## config.mk

```make
export PLATFORM = sky130hd
export DESIGN_NAME = instruction_fetch_unit
export DESIGN_NICKNAME = d
export VERILOG_FILES = /design/src/rtl/instruction_fetch_unit.sv
export SDC_FILE = /design/constraint.sdc
export NUM_CORES = 1
export LEC_CHECK = 0
export ABC_AREA = 1
export CORE_UTILIZATION = 60
export DETAILED_ROUTE_END_ITERATION = 8
export DONT_BUFFER_PORTS = 1
export GPL_TIMING_DRIVEN = 0
export PLACE_DENSITY = 0.77
export REMOVE_ABC_BUFFERS = 1
export SETUP_SLACK_MARGIN = 0.2
export SYNTH_ARGS = -nofsm -noshare
export SYNTH_HDL_FRONTEND = slang
export SYNTH_SLANG_ARGS = --single-unit
```

## constraint.sdc

```tcl
create_clock -name clock -period 5.1 [get_ports clock]
set_input_delay 0.255 -clock clock [delete_from_list [all_inputs] [get_ports clock]]
set_output_delay 0.255 -clock clock [all_outputs]
set_load 0.005 [all_outputs]
```

## src/rtl/instruction_fetch_unit.sv

```systemverilog
// Instruction fetch stage: owns the fetch PC, issues one outstanding word
// request at a time to instruction memory, buffers returned words with their
// PCs in a small FIFO and hands them to the decoder over valid/ready.
// A redirect flushes the buffer and restarts fetch at the new target; a
// request already in flight at that moment is drained and its data dropped.
module instruction_fetch_unit #(
  parameter logic [31:0] RESET_PC   = 32'h0000_0000,
  parameter int unsigned FIFO_DEPTH = 2
) (
  input  logic        clock,
  input  logic        reset,
  input  logic        redirect_valid,
  input  logic [31:0] redirect_target,
  output logic        imem_req,
  output logic [31:0] imem_addr,
  input  logic        imem_ack,
  input  logic [31:0] imem_rdata,
  output logic        inst_valid,
  input  logic        inst_ready,
  output logic [31:0] inst_out,
  output logic [31:0] inst_pc
);

  localparam int unsigned PW = (FIFO_DEPTH > 1) ? $clog2(FIFO_DEPTH) : 1;
  localparam int unsigned CW = PW + 1;
  localparam logic [CW-1:0] DEPTH_C = CW'(FIFO_DEPTH);

  typedef enum logic [1:0] {
    S_IDLE,
    S_REQ,
    S_DROP
  } state_e;

  state_e        state_q;
  logic [31:0]   fetch_pc_q;
  logic          imem_req_q;
  logic [31:0]   imem_addr_q;

  logic [31:0]   fifo_pc_q   [FIFO_DEPTH];
  logic [31:0]   fifo_data_q [FIFO_DEPTH];
  logic [PW-1:0] rd_ptr_q;
  logic [PW-1:0] wr_ptr_q;
  logic [CW-1:0] count_q;
  logic [CW-1:0] count_d;

  logic          push;
  logic          pop;
  logic          space_idle;
  logic          space_after;
  logic [31:0]   redirect_pc;
  logic [31:0]   fetch_pc_inc;

  assign imem_req   = imem_req_q;
  assign imem_addr  = imem_addr_q;
  assign inst_valid = (count_q != '0);
  assign inst_out   = fifo_data_q[rd_ptr_q];
  assign inst_pc    = fifo_pc_q[rd_ptr_q];

  // Handshake decode and FIFO occupancy look-ahead used by the request FSM.
  always_comb begin
    pop          = (count_q != '0) && inst_ready;
    push         = (state_q == S_REQ) && imem_ack && !redirect_valid;
    count_d      = count_q + CW'(push) - CW'(pop);
    space_idle   = (count_q - CW'(pop)) < DEPTH_C;
    space_after  = count_d < DEPTH_C;
    redirect_pc  = redirect_target & ~32'h0000_0003;
    fetch_pc_inc = fetch_pc_q + 32'd4;
  end

  // Request FSM: fetch PC, registered imem_req/imem_addr, drain of stale requests.
  // A redirect never drops a pending request; it parks in DROP with the old
  // address held until the ack arrives, while fetch_pc already points at the target.
  always_ff @(posedge clock) begin
    if (reset) begin
      state_q     <= S_IDLE;
      fetch_pc_q  <= RESET_PC;
      imem_req_q  <= 1'b0;
      imem_addr_q <= RESET_PC;
    end else if (redirect_valid) begin
      fetch_pc_q <= redirect_pc;
      unique case (state_q)
        S_REQ: begin
          if (imem_ack) begin
            state_q     <= S_REQ;
            imem_req_q  <= 1'b1;
            imem_addr_q <= redirect_pc;
          end else begin
            state_q <= S_DROP;
          end
        end
        S_DROP: begin
          if (imem_ack) begin
            state_q     <= S_REQ;
            imem_req_q  <= 1'b1;
            imem_addr_q <= redirect_pc;
          end
        end
        default: begin
          state_q     <= S_REQ;
          imem_req_q  <= 1'b1;
          imem_addr_q <= redirect_pc;
        end
      endcase
    end else begin
      unique case (state_q)
        S_IDLE: begin
          if (space_idle) begin
            state_q     <= S_REQ;
            imem_req_q  <= 1'b1;
            imem_addr_q <= fetch_pc_q;
          end
        end
        S_REQ: begin
          if (imem_ack) begin
            fetch_pc_q  <= fetch_pc_inc;
            imem_addr_q <= fetch_pc_inc;
            if (space_after) begin
              state_q    <= S_REQ;
              imem_req_q <= 1'b1;
            end else begin
              state_q    <= S_IDLE;
              imem_req_q <= 1'b0;
            end
          end
        end
        S_DROP: begin
          if (imem_ack) begin
            state_q     <= S_REQ;
            imem_req_q  <= 1'b1;
            imem_addr_q <= fetch_pc_q;
          end
        end
        default: begin
          state_q    <= S_IDLE;
          imem_req_q <= 1'b0;
        end
      endcase
    end
  end

  // Instruction buffer: push acked words, pop on handshake, flush on redirect.
  always_ff @(posedge clock) begin
    if (reset) begin
      rd_ptr_q <= '0;
      wr_ptr_q <= '0;
      count_q  <= '0;
      for (int unsigned i = 0; i < FIFO_DEPTH; i++) begin
        fifo_pc_q[i]   <= '0;
        fifo_data_q[i] <= '0;
      end
    end else if (redirect_valid) begin
      rd_ptr_q <= '0;
      wr_ptr_q <= '0;
      count_q  <= '0;
    end else begin
      if (push) begin
        fifo_pc_q[wr_ptr_q]   <= fetch_pc_q;
        fifo_data_q[wr_ptr_q] <= imem_rdata;
        wr_ptr_q              <= wr_ptr_q + 1'b1;
      end
      if (pop) begin
        rd_ptr_q <= rd_ptr_q + 1'b1;
      end
      count_q <= count_d;
    end
  end

endmodule
```

# == Word-level counts from Yosys, hierarchy flattened ==
# Memory sizes are Yosys's and may differ from the RTL's. A register that Yosys moved wholly into a read port is not among the register bits.
# Cells that the tools add are included.
# word_totals
regBits,71
ram_bits,128
input_bits,69
elab_cells,82
mem_count,2
# mem_list
name,words,word_bits,rd,rd_ports_with_merged_regs,wr,line,source
fifo_data_q,2,32,1,1,2,40,logic [31:0] fifo_data_q [FIFO_DEPTH];
fifo_pc_q,2,32,1,1,2,39,logic [31:0] fifo_pc_q [FIFO_DEPTH];
# op_classes
add_sub_neg,6
order_cmp,2
eq_ne,6
mux,41
reduce_logical,17
# ops
op,count
$mux 32,11
$pmux 32 s3,1
$reduce_or 32->1,2
$add 32x3->32 const B,1
$mux 1,21
$mux 2,5
$ne 3x3->1 const B,3
$pmux 2 s3,1
$reduce_and 2->1,3
$reduce_bool 2->1,3
$reduce_and 5->1,1
$lt 2x2->1 const B,2
$pmux 2 s2,1
$reduce_bool 4->1,1
$reduce_or 2->1,2
$sub 2x1->2,2
$logic_and 1x1->1,3
$ne 3x2->1 const B,1
$pmux 1 s3,1
$add 1x1->1 const B,2
$add 2x1->2,1
$eq 2x1->1 const B,1
$eq 2x2->1 const B,1
$logic_not 2->1,1
$logic_not 1->1,1

# == Longest topological paths before layout ==
# Gate-level depths: netlist of the first run.
# logic_depth
ltp_word,10
mapped_depth,22
depth_no_buf,20

# == Least setup slack after synthesis of the first run ==
# No wires, ideal clock.
# synth_path
path_kind,flip-flop to flip-flop
from,reg state_q[1]
to,"mem fifo_data_q[0][0], enable pin"
setup_ns,0.421
t_arrival_ns,2.732
t_required_ns,4.679
slack_ns,1.947
stages_incl_launch_ff,11
n_path_buf,2
synth_period_minus_slack_ns,3.153
cell_sequence,dfxtp_1 > inv_1 > ha_1 > nand2_1 > inv_2 > nand2_1 > inv_2 > buf_4 > buf_2 > nand2_1 > nand2_1
# synth_lines
element,line,source
from (decl),34,state_e state_q;
from (signal assigned),75,state_q <= S_IDLE;
from (signal assigned),84,state_q <= S_REQ;
from (signal assigned),88,state_q <= S_DROP;
to (decl),40,

==> results of run 1 <==
[worst paths after layout]
kind | endpoint | cells past startpoint | from
worst max-delay path | fifo_pc_q[1][25]$_SDFFCE_PN0P_ | 8 | state_q[1]$_SDFFE_PP0P_
worst min-delay path | fetch_pc_q[13]$_SDFFE_PP0P_ | 2 | redirect_target[13]
worst max register to register | fifo_pc_q[1][25]$_SDFFCE_PN0P_ | 8 | state_q[1]$_SDFFE_PP0P_
worst min register to register | state_q[1]$_SDFFE_PP0P_ | 2 | state_q[1]$_SDFFE_PP0P_
[power groups by stage]
stage          sequential (W)  combinational (W)  clock [W]
3_5_place_dp          0.00184           0.000306          0
3_3_place_gp          0.00184           0.000299          0
2_1_floorplan         0.00182           0.000230          0
4_1_cts               0.00181           0.000316    0.00133
5_1_grt               0.00182           0.000353    0.00138
6_report              0.00181           0.000318    0.00132
[per-stage QoR]
| step | power [W] | instances |
|---|---|---|
| after floorplan | 0.00205 | 1044 |
| after global placement | 0.00214 | 1255 |
| after detailed placement | 0.00215 | 1257 |
| after CTS | 0.00345 | 1293 |
| after global routing | 0.00355 | 1293 |
| final | 0.00344 | 1293 |
[final cells by class]
type                            instances  area share [%]
Clock inverter                         14            1.57
Timing Repair Buffer                    6           0.857
Inverter                              120            4.43
Sequential cell                       192            49.8
Multi-Input combinational cell        732            36.6
Clock buffer                           18            4.20
Tap cell                              211            2.58
[placed cells by master (no fill, tap or decap), drive strengths merged]
cell type / n
nor2: 215
nand2: 208
edfxtp: 124
inv: 123
o21ai: 82
dfxtp: 68
mux2: 62
a21oi: 53
nand3: 51
clkbuf: 18
a31oi: 13
nand4: 10
xor2: 7
clkinv: 7
o211ai: 6
ha: 6
nor3: 5
conb: 4
dlygate4sd3: 4
a21boi: 3
o21bai: 2
nor3b: 2
bufinv: 2
clkinvlp: 2
o22ai: 2
buf: 2
a211oi: 1
[worst max-delay path, cell delays in order (launching register included)]
cell and delay (ns):
sky130_fd_sc_hd__dfxtp_1 0.33, sky130_fd_sc_hd__inv_1 0.11, sky130_fd_sc_hd__ha_1 0.57, sky130_fd_sc_hd__nand2_1 0.14
sky130_fd_sc_hd__inv_2 0.11, sky130_fd_sc_hd__nand2_1 0.12, sky130_fd_sc_hd__inv_2 0.40, sky130_fd_sc_hd__nand3_4 0.69
sky130_fd_sc_hd__nand2_4 0.95
[layer usage]
metal	vias up	share of wire, %	routed length, um
met5	-	0	0
met2	292	48	10500
met3	40	8.3	1800
met4	0	2.2	482
met1	3422	41	8950
li1	3556	-	-
[registers in the layout, summed over array words and instances, names as in the netlist, named ones only]
| name | count |
|---|---|
| rd_ptr_q | 1 |
| wr_ptr_q | 1 |
| fetch_pc_q | 30 |
| fifo_pc_q | 60 |
| count_q | 2 |
| imem_req | 1 |
| fifo_data_q | 64 |
| state_q | 2 |
| imem_addr | 30 |
[cell usage after synthesis, types with 13 or more instances]
cell,count,area [um2]
sky130_fd_sc_hd__a31oi_1,13,81.3
sky130_fd_sc_hd__buf_2,17,85.1
sky130_fd_sc_hd__dfxtp_1,68,1360
sky130_fd_sc_hd__o21ai_1,21,105
sky130_fd_sc_hd__a21oi_1,53,265
sky130_fd_sc_hd__mux2_2,62,698
sky130_fd_sc_hd__nor2_1,209,785
sky130_fd_sc_hd__clkbuf_1,22,82.6
sky130_fd_sc_hd__nand3_1,49,245
sky130_fd_sc_hd__edfxtp_1,124,3720
sky130_fd_sc_hd__inv_1,113,424
sky130_fd_sc_hd__o21ai_0,61,305
sky130_fd_sc_hd__nand2_1,207,777
[cells by family (layout without fill, tap and decap cells)]
| group | after synthesis | after routing | synth area share (%) |
|---|---|---|---|
| other cells | 1 | 4 | 0.0395 |
| flops | 192 | 192 | 53.6 |
| fa+ha+maj | 6 | 6 | 0.791 |
| compound gates | 162 | 162 | 9.13 |
| xor+xnor | 7 | 7 | 0.646 |
| buf+inv | 171 | 158 | 7.38 |
| simple gates | 491 | 491 | 21.1 |
| mux | 62 | 62 | 7.36 |
==> flow_metrics.tcl, run 1 <==
set metrics [dict create \
    setup.worst_path.start_class "register" \
    min_path_type "input port to register" \
    place.gp.congestion 0.922 \
    power.switching_w 0.000871 \
    insertedDiodeCount 0 \
    overflow_left_after_global_routing 0 \
    synth_async_sr_flop_share_pct 0 \
    timing.max_cap.violations 0 \
    report.final.slew_viol_count 0 \
    boundaryPins 167 \
    sequential_area_share_after_synthesis_pct 53.6 \
    crit_path_max_fanout 63 \
    power.density_nw_per_um2 337 \
    drtAntennaViolNets 0 \
    clock_net_sink_count 192 \
    required_ns 5.16 \
    worst_ep_arrival_time_ns 3.95 \
    detail_route.first_pass.iterations 6 \
    power.share.clock_pct 38.3 \
    post-route-drc-count 0 \
    die_h_um 128 \
    detailedRoute.firstIterationViolations 622 \
    worst_slew_margin_rel_pct 23.0 \
    finish.instance_area_um2 10200 \
    placedInstanceArea_um2 9590 \
    route.vias.total 7310 \
    grtUsageMet1_pct 34.1 \
    htreeDepth 4 \
    count_of_instances_resized_after_the_clock_tree_is_built 0 \
    num_rows 45 \
    ys_dominant_reg_cell "sky130_fd_sc_hd__edfxtp_1" \
    totalWireLength_mm 21.8 \
    finClkSkew_ns 0.00879 \
    cp-end-kind "register" \
    yosysWarningCount 0 \
    ff_latch_area_um2 5090 \
    avgViaCountPerCell 5.65 \
    initial_utilization_pct 62.0 \
    setup_repair_after_global_routing_missed_its_margin "false" \
    grt_antenna_before_repair 0 \
    areaGrowthSynthToFinish_pct 7.75 \
    combinationalPowerShare_pct 9.2 \
    cts_made_buffers 17 \
    final_nets 1144 \
    hpwl_mm 13.9 \
    criticalPathCategory "register to register" \
    netSwitchingFraction_pct 25.3 \
    postCtsHoldBufs 4 \
    clock_latency_ns 0.43 \
    leakage_nw 4.02 \
    worstMarginPinSlew_ns 1.15 \
    setup_viol_count_final 0 \
    multi_input_comb_area_um2 3740 \
    floorplan.core_area_um2 15300 \
    finalSetupTns_ns 0 \
    outcome "complete, no violations" \
    post-route-min-period_ns 3.89 \
    postCtsSetupBuffers 0 \
    synth.distinct_cells 36 \
    avgSynthCellArea_um2 8.69 \
    grt_usage_pct 27.3 \
    place_worst_setup_slack_ns 1.13 \
    cell_internal_pwr_w 0.00257 \
    final_core_density_pct 66.8 \
    grt_first_pass_wirelength_mm 34.0 \
    reg2reg_slack_ns 1.21 \
    first_global_vias 6768 \
    grt.met3_usage_pct 6.14 \
    port_buffers 0 \
    drt-wirelength-per-cell_um 16.8 \
    cts.root.buffer_cell "sky130_fd_sc_hd__clkbuf_16" \
    seq_power_share_pct 52.5 \
    postSynthRegisterBits 192 \
    synth_enable_flop_cells 124 \
    synthesis.instances 1092 \
    grtUsageMet2_pct 46.4 \
    worst_hold_slack_ns 0.0129 \
    post_synth_instance_area_um2 9490 \
    vdd.ir_drop.worst_v 0.000230 \
    top_usage_layer "met2" \
    grt_max_degree 64 \
    layout_worst_path_cycle_share_pct 76.2 \
    fillerInstances 1280 \
    max_freq_mhz 257 \
    clk_slew_on_worst_s_h_paths_ns 0.07 \
    post_route_cells_drive_above_1_share_pct 10.7 \
    die_area_um2 16300 \
    final-hold-violation-count 0 \
    cts_tree "built" \
    postLayoutSetupSlackWorst_ns 1.21 \
    chipWidth_um 128 \
    clk_path_buf_depth 2 \
]
(Power assumes the default switching activity.)
==> run 2: changes to the inputs <==
- ABC_AREA: 1 -> 0
- clock period: 5.1 -> 3.85 ns (I/O delays scaled with it)
==> flow_metrics.tcl, run 2 <==
set metrics [dict create \
    criticalPathCategory "register to register" \
    drt-wirelength-per-cell_um 20.1 \
    post_route_cells_drive_above_1_share_pct 12.9 \
    cts.root.buffer_cell "sky130_fd_sc_hd__clkbuf_16" \
    ys_dominant_reg_cell "sky130_fd_sc_hd__edfxtp_1" \
    sequential_area_share_after_synthesis_pct 52.9 \
    regMostFlops "fifo_data_q" \
    num_rows 45 \
    post_synth_instance_area_um2 9600 \
    avgSynthCellArea_um2 10.7 \
    synthesis.instances 897 \
    postLayoutSetupSlackWorst_ns 0.241 \
    worst_ep_arrival_time_ns 3.67 \
    place_worst_setup_slack_ns 0.155 \
    power.density_nw_per_um2 485 \
    detailedRoute.firstIterationViolations 605 \
    cts_made_buffers 17 \
    boundaryPins 167 \
    numPlacedInstances 1037 \
    setup.worst_path.start_class "register" \
    synth_async_sr_flop_share_pct 0 \
    min_path_type "input port to register" \
    first_global_vias 6696 \
    setup_repair_after_global_routing_missed_its_margin "true" \
    drtAntennaViolNets 0 \
    yosysWarningCount 0 \
    final_nets 970 \
    timing.max_cap.violations 0 \
    detail_route.first_pass.iterations 5 \
    fillerInstances 1121 \
    post-route-drc-count 0 \
    grt_first_pass_wirelength_mm 35.0 \
    post-route-min-period_ns 3.61 \
    synth_enable_flop_cells 124 \
    route.vias.total 6870 \
    setup_viol_count_final 0 \
    finish.cell_count_without_fillers 1119 \
    post_synth_main_area_contributors "sky130_fd_sc_hd__edfxtp_1 (39%), sky130_fd_sc_hd__dfxtp_1 (14%), sky130_fd_sc_hd__and2_1 (7.7%)" \
    required_ns 3.91 \
    synth_top_cells_by_count "sky130_fd_sc_hd__edfxtp_1 (124), sky130_fd_sc_hd__and2_1 (118), sky130_fd_sc_hd__dfxtp_1 (68)" \
    worst_slew_margin_rel_pct 18.9 \
    outcome "complete, no violations" \
    worstMarginPinSlew_ns 1.21 \
    postCtsSetupBuffers 0 \
    clock_latency_ns 0.43 \
    clock_net_sink_count 192 \
    totalPowerFinal_w 0.00521 \
    largest_reg_flops 64 \
    hpwl_mm 14.5 \
    areaGrowthSynthToFinish_pct 11.9 \
    mostFrequentLayoutCells "sky130_fd_sc_hd__edfxtp_1 (124), sky130_fd_sc_hd__and2_1 (118), sky130_fd_sc_hd__dfxtp_1 (67)" \
    grt_max_degree 63 \
    vdd.ir_drop.worst_v 0.000279 \
    finClkSkew_ns 0.00967 \
    clk_slew_on_worst_s_h_paths_ns 0.07 \
    die_h_um 129 \
    synth.distinct_cells 63 \
    avgViaCountPerCell 6.14 \
    clk_path_buf_depth 2 \
    floorplan.core_area_um2 15400 \
    max_freq_mhz 277 \
    place.gp.congestion 0.877 \
    cts_tree "built" \
    port_buffers 0 \
    most_frequent_standard_cell_in_the_layout_excluding_fill_and_tap_cells "sky130_fd_sc_hd__edfxtp_1" \
    insertedDiodeCount 0 \
    postSynthRegisterBits 192 \
    report.final.slew_viol_count 0 \
    layout_worst_path_cycle_share_pct 93.7 \
    synth_top_area_share_pct 38.8 \
    totalWireLength_mm 22.5 \
    cp-end-kind "register" \
    overflow_left_after_global_routing 0 \
    leakage_nw 3.84 \
    htreeDepth 4 \
    netlist.top_cell.by_area "sky130_fd_sc_hd__edfxtp_1" \
    grt_usage_pct 27.9 \
    yosysMostFrequentCell "sky130_fd_sc_hd__edfxtp_1" \
    finish.instance_area_um2 10700 \
    initial_utilization_pct 62.3 \
    grt_antenna_before_repair 0 \
    die_area_um2 16500 \
    biggestRegsByFlops "fifo_data_q (64), fifo_pc_q (60)" \
    final-hold-violation-count 0 \
    crit_path_max_fanout 31 \
    placedInstanceArea_um2 9660 \
    chipWidth_um 129 \
]
==> run 2: through the flow <==
step,util (%),hold slack (ns),setup TNS [ns]
CTS,69.7,0.00226,0
detailed placement,62.6,0.274,0
floorplan,-,0.262,-201.19
global placement,61.6,0.272,-802.73
finish,69.7,0.0112,0
global route,69.7,0.0136,0
==> run 2: worst max-delay path: stages, from the launching register on <==
cell,delay [ns]
sky130_fd_sc_hd__dfxtp_1,0.35
sky130_fd_sc_hd__inv_1,0.10
sky130_fd_sc_hd__ha_1,0.67
sky130_fd_sc_hd__nand2_1,0.68
sky130_fd_sc_hd__nor3_2,0.82
sky130_fd_sc_hd__or2_4,0.60
==> run 2: cells by family (layout without fill, tap and decap cells) <==
logic type | after synthesis | after routing | synth area share, %
AND/OR/NAND/NOR | 364 | 365 | 20.9
flip-flops | 192 | 192 | 52.9
AO/OA/AOI/OAI | 131 | 131 | 9.24
buffers and inverters | 92 | 99 | 4.34
multiplexers | 66 | 66 | 7.69
XOR/XNOR | 45 | 45 | 4.10
adder cells (fa/ha/maj) | 6 | 6 | 0.782
other | 1 | 4 | 0.0390
==> run 2: path summary, 6_finish.rpt <==
kind	from	endpoint	slack [ns]	cells past startpoint
worst min register to register	wr_ptr_q$_SDFFE_PP0P_	wr_ptr_q$_SDFFE_PP0P_	0.46	2
worst max register to register	state_q[1]$_SDFFE_PP0P_	fifo_pc_q[1][3]$_SDFFCE_PN0P_	0.24	5
worst min-delay path	redirect_valid	imem_addr[19]$_SDFFE_PP0P_	0.01	2
worst max-delay path	state_q[1]$_SDFFE_PP0P_	fifo_pc_q[1][3]$_SDFFCE_PN0P_	0.24	5
==> run 2: report_power, final <==
group	internal (W)	switching [W]
sequential	0.00241	0.000163
combinational	0.000331	0.000550
clock	0.00102	0.000735
total	0.00376	0.00145
==> run 2: cell type report <==
cell class	count	area, um2	share of cell area (%)
Clock inverter	11	140	1.30
Tap cell	211	264	2.46
Clock buffer	21	440	4.10
Inverter	10	38.8	0.361
Multi-Input combinational cell	617	4150	38.7
Sequential cell	192	5090	47.3
Timing Repair Buffer	57	622	5.79
==> run 2: what timing repair did <==
| action | 4_1_cts | 5_1_grt |
|---|---|---|
| resized for setup | 1 | 0 |
| gates cloned | 1 | 0 |
| setup endpoints to repair | 62 | 105 |
| hold buffers | 49 | 0 |
| hold endpoints to repair | 121 | 0 |
==> run 2: metal layers <==
metal	global-route usage (%)	up-vias	wire length, um
met5	0	-	0
met4	9.69	0	393
met3	6.61	33	1680
met2	47.9	303	11300
met1	34.4	3319	9180
li1	-	3215	-
==> run 3: changes to the inputs <==
- RECOVER_POWER: not set -> 100
==> flow_metrics.tcl, run 3 (synthesized netlist as in run 2, its figures left out) <==
set metrics [dict create \
    outcome "complete, no violations" \
    insertedDiodeCount 0 \
    hpwl_mm 14.5 \
    largest_reg_flops 64 \
    critical_path.reg2reg.startpoint "state_q[1]$_SDFFE_PP0P_" \
    initial_utilization_pct 62.3 \
    setup.worst_path.start_class "register" \
    min_path_type "input port to register" \
    final_nets 970 \
    report.final.slew_viol_count 0 \
    cpLargestDelayFamily "simple AND/OR/NAND/NOR gates" \
    finClkSkew_ns 0.0103 \
    boundaryPins 167 \
    chipWidth_um 129 \
    die_area_um2 16500 \
    postLayoutSetupSlackWorst_ns 0.237 \
    ff_latch_area_um2 5080 \
    cts.root.buffer_cell "sky130_fd_sc_hd__clkbuf_16" \
    leakage_nw 3.79 \
    final-hold-violation-count 0 \
    die_h_um 129 \
    clk_path_buf_depth 2 \
    post_route_cells_drive_above_1_share_pct 8.70 \
    postCtsSetupBuffers 0 \
    cp_num_buf_inv 1 \
    timing.critical_path.slowest_cell_delay_ns 0.82 \
    first_global_vias 6696 \
    avgViaCountPerCell 6.13 \
    floorplan.core_area_um2 15400 \
    port_buffers 0 \
    overflow_left_after_global_routing 0 \
    fillerInstances 1132 \
    detailedRoute.firstIterationViolations 563 \
    power.density_nw_per_um2 485 \
    setup_repair_after_global_routing_missed_its_margin "true" \
    finish.instance_area_um2 10700 \
    place.gp.congestion 0.877 \
    grt_max_degree 63 \
    required_ns 3.91 \
    critical_register_to_register_path_endpoint "fifo_pc_q[1][26]$_SDFFCE_PN0P_" \
    crit_path_max_fanout 31 \
    cts_made_buffers 17 \
    clock_net_sink_count 192 \
    totalWireLength_mm 22.5 \
    grt_first_pass_wirelength_mm 35.0 \
    cp-end-kind "register" \
    clk_slew_on_worst_s_h_paths_ns 0.07 \
    worst_ep_arrival_time_ns 3.68 \
    layout_worst_path_cycle_share_pct 93.9 \
    biggestRegsByFlops "fifo_data_q (64), fifo_pc_q (60)" \
    final_core_density_pct 69.2 \
    hold_start "redirect_valid" \
    drt-wirelength-per-cell_um 20.1 \
    setup_viol_count_final 0 \
    max_freq_mhz 277 \
    criticalPathCategory "register to register" \
    worst_slew_margin_rel_pct 3.42 \
    num_rows 45 \
    grt_antenna_before_repair 0 \
    areaGrowthSynthToFinish_pct 11.2 \
    post-route-min-period_ns 3.61 \
    place_worst_setup_slack_ns 0.155 \
    detail_route.first_pass.iterations 5 \
    mostFrequentLayoutCells "sky130_fd_sc_hd__edfxtp_1 (124), sky130_fd_sc_hd__and2_1 (80), sky130_fd_sc_hd__dfxtp_1 (68)" \
    multi_input_comb_area_um2 4130 \
    most_frequent_standard_cell_in_the_layout_excluding_fill_and_tap_cells "sky130_fd_sc_hd__edfxtp_1" \
    grt_usage_pct 27.9 \
    ff2ff_path_depth 5 \
    critical-path-slowest-cell "sky130_fd_sc_hd__nor3_2" \
    cts_tree "built" \
    post-route-drc-count 0 \
    route.vias.total 6857 \
    whs_endpoint "imem_addr[19]$_SDFFE_PP0P_" \
    clock_latency_ns 0.43 \
    worstMarginPinSlew_ns 1.45 \
    hold_path_depth 2 \
    regMostFlops "fifo_data_q" \
    vdd.ir_drop.worst_v 0.000280 \
    placedInstanceArea_um2 9660 \
    drtAntennaViolNets 0 \
    reg2reg_slack_ns 0.24 \
    worst_hold_slack_ns 0.00888 \
    critical_path.cell_chain "inv_1, ha_1, nand2_1, nor3_2, or2_4" \
    timing.max_cap.violations 0 \
    htreeDepth 4 \
]
## run 3: worst max-delay path by stage
stage                                       start                          endpoint  slack (ns)  depth (start not counted)
after floorplan           state_q[1]$_SDFFE_PP0P_   fifo_data_q[0][0]$_SDFFCE_PN0P_       -2.38                          5
after global placement    state_q[1]$_SDFFE_PP0P_    fifo_pc_q[0][17]$_SDFFCE_PN0P_       -5.29                          5
after detailed placement  state_q[1]$_SDFFE_PP0P_  fifo_data_q[1][22]$_SDFFCE_PN0P_        0.16                          5
after CTS                 state_q[1]$_SDFFE_PP0P_    fifo_pc_q[1][19]$_SDFFCE_PN0P_        0.30                          5
after global routing      state_q[1]$_SDFFE_PP0P_    fifo_pc_q[0][21]$_SDFFCE_PN0P_        0.09                          7
final                     state_q[1]$_SDFFE_PP0P_    fifo_pc_q[1][26]$_SDFFCE_PN0P_        0.24                          5
## run 3: power by group
| part | internal [W] | switching, W |
|---|---|---|
| Sequential | 0.00241 | 0.000162 |
| Clock | 0.00102 | 0.000737 |
| Combinational | 0.000306 | 0.000544 |
## run 3: area by class of cell
cell class | count | share of cell area (%)
sequential | 192 | 47.6
clock buffer | 21 | 4.12
inverter | 10 | 0.363
timing repair buffer | 57 | 5.47
multi-input combinational | 617 | 38.7
tap | 211 | 2.47
clock inverter | 11 | 1.31
## run 3: what timing repair did
item                                    in CTS  in global routing
gates cloned                                 1                  0
endpoints found under the setup margin      62                105
hold buffers                                49                  0
gates resized for setup                      1                  0
endpoints found under the hold margin      121                  0
## run 3: routing by layer
layer	up-vias	global-route usage, %	share of wire (%)
met5	-	0	0
met4	0	9.69	1.8
met3	37	6.61	8.4
met2	313	47.9	50
met1	3291	34.4	40
li1	3216	-	-
## run 3: per-stage QoR
step | setup TNS, ns | total power, W | instances
floorplan | -201.19 | 0.00314 | 818
global placement | -802.73 | 0.00337 | 1029
detailed placement | 0 | 0.00342 | 1037
CTS | 0 | 0.00521 | 1119
global route | 0 | 0.00538 | 1119
finish | 0 | 0.00518 | 1119
